**src/rtl/conv_window_sequencer.sv**
```systemverilog
// rtl/conv_window_sequencer.sv - raster pixel sequencer feeding a KxK line buffer with in-image window flags
`timescale 1ns/1ps
module conv_window_sequencer #(
    parameter int BITS        = 9,
    parameter int KERNEL_SIZE = 3,
    parameter int IMG_LENGTH  = 16,
    parameter int IMG_HEIGHT  = 16,
    localparam int RW = (IMG_HEIGHT > 1) ? $clog2(IMG_HEIGHT) : 1,
    localparam int CW = (IMG_LENGTH > 1) ? $clog2(IMG_LENGTH) : 1
) (
    input  logic            clk,
    input  logic            reset,
    input  logic            start,
    input  logic            pix_valid,
    input  logic [BITS-1:0] pix_in,
    output logic            pix_ready,
    output logic            sr_clear,
    output logic            sr_write_en,
    output logic [BITS-1:0] sr_data,
    input  logic            sr_ready,
    output logic            win_valid,
    input  logic            win_ready,
    output logic [RW-1:0]   win_row,
    output logic [CW-1:0]   win_col,
    output logic            busy,
    output logic            frame_done,
    output logic            seq_err
);

    // First row/column at which a full KxK window exists, and last raster position.
    localparam logic [RW-1:0] ROW_FIRST = RW'(KERNEL_SIZE - 1);
    localparam logic [CW-1:0] COL_FIRST = CW'(KERNEL_SIZE - 1);
    localparam logic [RW-1:0] ROW_LAST  = RW'(IMG_HEIGHT - 1);
    localparam logic [CW-1:0] COL_LAST  = CW'(IMG_LENGTH - 1);

    typedef enum logic [1:0] {
        S_IDLE  = 2'd0,
        S_CLEAR = 2'd1,
        S_RUN   = 2'd2,
        S_DRAIN = 2'd3
    } state_t;

    state_t          state_q, state_d;
    logic [RW-1:0]   row_q, row_d;
    logic [CW-1:0]   col_q, col_d;
    logic            win_valid_q, win_valid_d;
    logic [RW-1:0]   win_row_q, win_row_d;
    logic [CW-1:0]   win_col_q, win_col_d;
    logic            frame_done_q, frame_done_d;
    logic            seq_err_q, seq_err_d;

    logic            accept;
    logic            qualify;
    logic            last_pix;

    // Handshake and buffer drive; an unconsumed window stalls the upstream stream.
    always_comb begin
        pix_ready   = (state_q == S_RUN) && (!win_valid_q || win_ready);
        accept      = pix_valid && pix_ready;
        sr_write_en = accept;
        sr_data     = accept ? pix_in : '0;
        sr_clear    = (state_q == S_CLEAR);
        busy        = (state_q != S_IDLE);
        qualify     = accept && (row_q >= ROW_FIRST) && (col_q >= COL_FIRST);
        last_pix    = accept && (row_q == ROW_LAST) && (col_q == COL_LAST);
    end

    // Next-state: frame FSM, raster counters and window tracking.
    always_comb begin
        state_d      = state_q;
        row_d        = row_q;
        col_d        = col_q;
        win_valid_d  = win_valid_q;
        win_row_d    = win_row_q;
        win_col_d    = win_col_q;
        frame_done_d = 1'b0;
        seq_err_d    = seq_err_q;

        case (state_q)
            S_IDLE: begin
                if (start) begin
                    state_d = S_CLEAR;
                end
            end
            S_CLEAR: begin
                row_d   = '0;
                col_d   = '0;
                state_d = S_RUN;
            end
            S_RUN: begin
                if (last_pix) begin
                    state_d = S_DRAIN;
                end
            end
            S_DRAIN: begin
                if (!win_valid_q || win_ready) begin
                    state_d      = S_IDLE;
                    frame_done_d = 1'b1;
                end
            end
            default: begin
                state_d = S_IDLE;
            end
        endcase

        if (accept) begin
            if (col_q == COL_LAST) begin
                col_d = '0;
                row_d = (row_q == ROW_LAST) ? '0 : row_q + 1'b1;
            end else begin
                col_d = col_q + 1'b1;
            end
        end

        // A new window replaces the current one even when it is consumed this cycle.
        if (qualify) begin
            win_valid_d = 1'b1;
            win_row_d   = row_q - ROW_FIRST;
            win_col_d   = col_q - COL_FIRST;
            if (!sr_ready) begin
                seq_err_d = 1'b1;
            end
        end else if (win_valid_q && win_ready) begin
            win_valid_d = 1'b0;
        end
    end

    // State register with asynchronous active-low reset.
    always_ff @(posedge clk or negedge reset) begin
        if (!reset) begin
            state_q      <= S_IDLE;
            row_q        <= '0;
            col_q        <= '0;
            win_valid_q  <= 1'b0;
            win_row_q    <= '0;
            win_col_q    <= '0;
            frame_done_q <= 1'b0;
            seq_err_q    <= 1'b0;
        end else begin
            state_q      <= state_d;
            row_q        <= row_d;
            col_q        <= col_d;
            win_valid_q  <= win_valid_d;
            win_row_q    <= win_row_d;
            win_col_q    <= win_col_d;
            frame_done_q <= frame_done_d;
            seq_err_q    <= seq_err_d;
        end
    end

    assign win_valid  = win_valid_q;
    assign win_row    = win_row_q;
    assign win_col    = win_col_q;
    assign frame_done = frame_done_q;
    assign seq_err    = seq_err_q;

endmodule
```
**config.mk**
```make
export PLATFORM = sky130hd
export DESIGN_NAME = conv_window_sequencer
export DESIGN_NICKNAME = d
export VERILOG_FILES = /design/src/rtl/conv_window_sequencer.sv
export SDC_FILE = /design/constraint.sdc
export NUM_CORES = 1
export LEC_CHECK = 0
export CAP_MARGIN = 10
export CELL_PAD_IN_SITES_DETAIL_PLACEMENT = 1
export CELL_PAD_IN_SITES_GLOBAL_PLACEMENT = 1
export CORE_MARGIN = 2
export CORE_UTILIZATION = 37
export DETAILED_ROUTE_END_ITERATION = 8
export PLACE_DENSITY_LB_ADDON = 0.1
export SLEW_MARGIN = 20
export SYNTH_ARGS = -nofsm -noshare
export SYNTH_HDL_FRONTEND = slang
export SYNTH_SLANG_ARGS = --single-unit
```
**constraint.sdc**
```tcl
create_clock -name clk -period 6.3 [get_ports clk]
set_clock_uncertainty 0.2 [all_clocks]
set_input_delay 0.63 -clock clk [delete_from_list [all_inputs] [get_ports clk]]
set_output_delay 0.63 -clock clk [all_outputs]
set_load 0.005 [all_outputs]
```
==> qor.txt <==
Mapped Cells - 118
placeable core region - 3280 um2
crit start category - flip-flop
Synth top area share - 0.424
die area - 3830 um2
Register-to-Register Path Depth - 6
peak supply drop - 0.198 mV
Final Hold Viols - 0
placement row count - 21
GP Congestion - 0.840
number of I/O port buffers - 38
Initial DRC Count - 36
Seq cells post-synth - 21
CTS tree - yes
CP Class - flip-flop to output port
r2r endpoint - win_col[3]
io pins - 39
min-delay worst type - flip-flop to flip-flop
max-cap viol count - 0
Die Width - 61.9 um
Crit. End Element - output port
R2R Setup Slk - 3.81 ns
Synth area leader - dfrtp_1
wire per inst - 14.8 um
setup tns final - 0 ns
final wirelength - 3.00 mm
Post-CTS Setup Inserts - 0
vias in the first global route - 1073
Worst-path clk slew - 0.12 ns
RSZ-0062 raised after global routing - no
post-CTS sizing - 0
minimum clock period - 2.95 ns
H-tree depth - 1
area delta synth->final - 36.0%
Seq/Total Area, Yosys - 0.424
Worst-Margin Slew - 0.961 ns
setup violators final - 0
slowest cell on the critical path - clkdlybuf4s50_1
first-pass GRT wire length - 4.97 mm
pwr dens - 310 nW/um2
CP endpoint - sr_write_en
cell with the most instances after synthesis - dfrtp_1
WP buf/inv - 3
Clock Latency Late Sink - 0.30 ns
crit path DAT - 2.12 ns
Die Y-Extent - 61.9 um
yosys warns - 0
final worst path period share - 0.469
layout cells sized above 1 - 0.0828
Detail Placement HPWL - 2.35 mm
Post-synth EDFFs - 0
Critical Path Stages - 6
crit-path most repeated cell - inv_1
routed vias/inst - 4.98
status - complete, no violations
CP delay by family, top - buffers and inverters
Inserted Clock Buffers - 3
Post-route DRC - 0
Starting Density - 0.377
syn_nets - 146
Final #Nets - 186
TritonRoute pass-1 iters - 4
required time worst endpoint - 5.47 ns
largest net degree at the start of global routing - 22
ANT cells - 0
syn avg cell area - 10.5 um2
clk sinks - 21
Slew Limit Fails - 0
post-synth cell types - 29
top post-synthesis cells by area - dfrtp_1 42%, ha_1 13%, mux2_4 7.3%, and3_1 5.1%, inv_1 3.9%
root buffer cell - clkbuf_4
CP Launch Point - state_q[0]
commonest cells in the netlist - 21 x dfrtp_1, 13 x ha_1, 13 x inv_1, 10 x and3_1, 8 x nand2_1
number of hold buffers added after cts - 0
CP Cell Sequence - inv_1 > ha_1 > and2_4 > nand2_4 > inv_1 > clkdlybuf4s50_1
synthesized area - 1240 um2
GRT overflow - 0
via count - 1010
initial antenna violation count - 0
Placed Instances - 199
Total GRT Usage - 0.179
CTS Buffer Depth - 2
ANT nets after route - 0
Synth async-reset ratio - 1.00
Static Leak - 0.818 nW
Fmax - 339 MHz
top_reg_cell synth - dfrtp_1
worst-path maximum fanout - 13
Final Instance Count excl. Fillers - 203
max incr delay on CP - 0.52 ns
Max transition margin - 0.357
Worst R2R Start - state_q[0]
worst min-delay path, cell delays in order (launching register included):
cell and delay [ns]:
dfrtp_1 0.39, inv_1 0.05, mux2i_1 0.05
cells by family (layout without fill, tap and decap cells):
group                      Yosys count  after routing  synth area share
adders and majority gates           13             13             0.131
DFF                                 21             21             0.424
xor gates and xnor gates             2              2            0.0141
muxes                               10             10             0.106
buffers and inverters               16             55            0.0545
and+or+nand+nor                     40             40             0.188
AOI/OAI and AO/OA                   16             16            0.0818
worst min-delay path by stage:
stage / startpoint / end / slack (ns) / cells after the start
2_1_floorplan: reset / col_q[0] / 0.13 / 0
3_3_place_gp: seq_err / seq_err / 0.26 / 1
3_5_place_dp: win_col[0] / win_col[0] / 0.30 / 1
4_1_cts: win_col[0] / win_col[0] / 0.33 / 1
5_1_grt: win_row[0] / win_row[0] / 0.35 / 1
6_report: win_row[2] / win_row[2] / 0.32 / 2
metrics by stage:
| stage | hold WS (ns) | total power, mW | util | worst slack (ns) | cell area (um2) |
|---|---|---|---|---|---|
| floorplan | 0.134 | 0.326 | - | 4.19 | 1240 |
| global placement | 0.258 | 0.449 | 0.505 | 3.46 | 1660 |
| detailed placement | 0.297 | 0.465 | 0.505 | 3.40 | 1660 |
| CTS | 0.329 | 0.533 | 0.513 | 3.32 | 1680 |
| global route | 0.353 | 0.568 | 0.513 | 3.17 | 1680 |
| finish | 0.322 | 0.523 | 0.513 | 3.35 | 1680 |
power breakdown:
part	leakage [nW]	switching [mW]	internal, mW
registers	0.274	0.0294	0.171
logic	0.530	0.101	0.156
clock network	0.0150	0.0408	0.0247
flip-flops by register name (all words and copies together), names as in the netlist:
| register | flops |
|---|---|
| win_row | 4 |
| win_valid | 1 |
| seq_err | 1 |
| win_col | 4 |
| row_q | 4 |
| col_q | 4 |
| state_q | 2 |
| frame_done | 1 |
layout by cell type (no fill, tap or decap):
master,instances
dfrtp_1,21
ha_1,13
nand2_1,8
mux2_4,6
nand2_4,1
or3_1,4
clkbuf_1,1
clkbuf_4,3
o2bb2ai_1,1
a31oi_1,2
or2b_4,1
a22oi_1,1
mux2i_1,3
o32a_1,1
o21bai_1,1
o31ai_1,1
and2_4,1
inv_1,13
a211oi_1,1
nand3_1,6
nor2b_1,1
a21oi_1,2
o21ai_0,6
and2_1,3
clkdlybuf4s50_1,38
xor2_1,2
nor3_1,2
and3_1,10
mux2_2,1
nor4_1,3
layout make-up:
| type | count | area, um2 |
|---|---|---|
| Clock buffer | 4 | 26.3 |
| Timing Repair Buffer | 38 | 380 |
| Inverter | 13 | 48.8 |
| Sequential cell | 21 | 526 |
| Multi-Input combinational cell | 81 | 646 |
| Tap cell | 46 | 57.6 |
| Fill cell | 372 | 1600 |
routing by layer:
metal,vias up,GRT usage,wire (um)
met5,-,0,0
li1,488,-,-
met2,39,0.304,1470
met1,481,0.225,1310
met4,0,0.0547,19
met3,2,0.0414,193
Power figures use the tool's default switching activity.
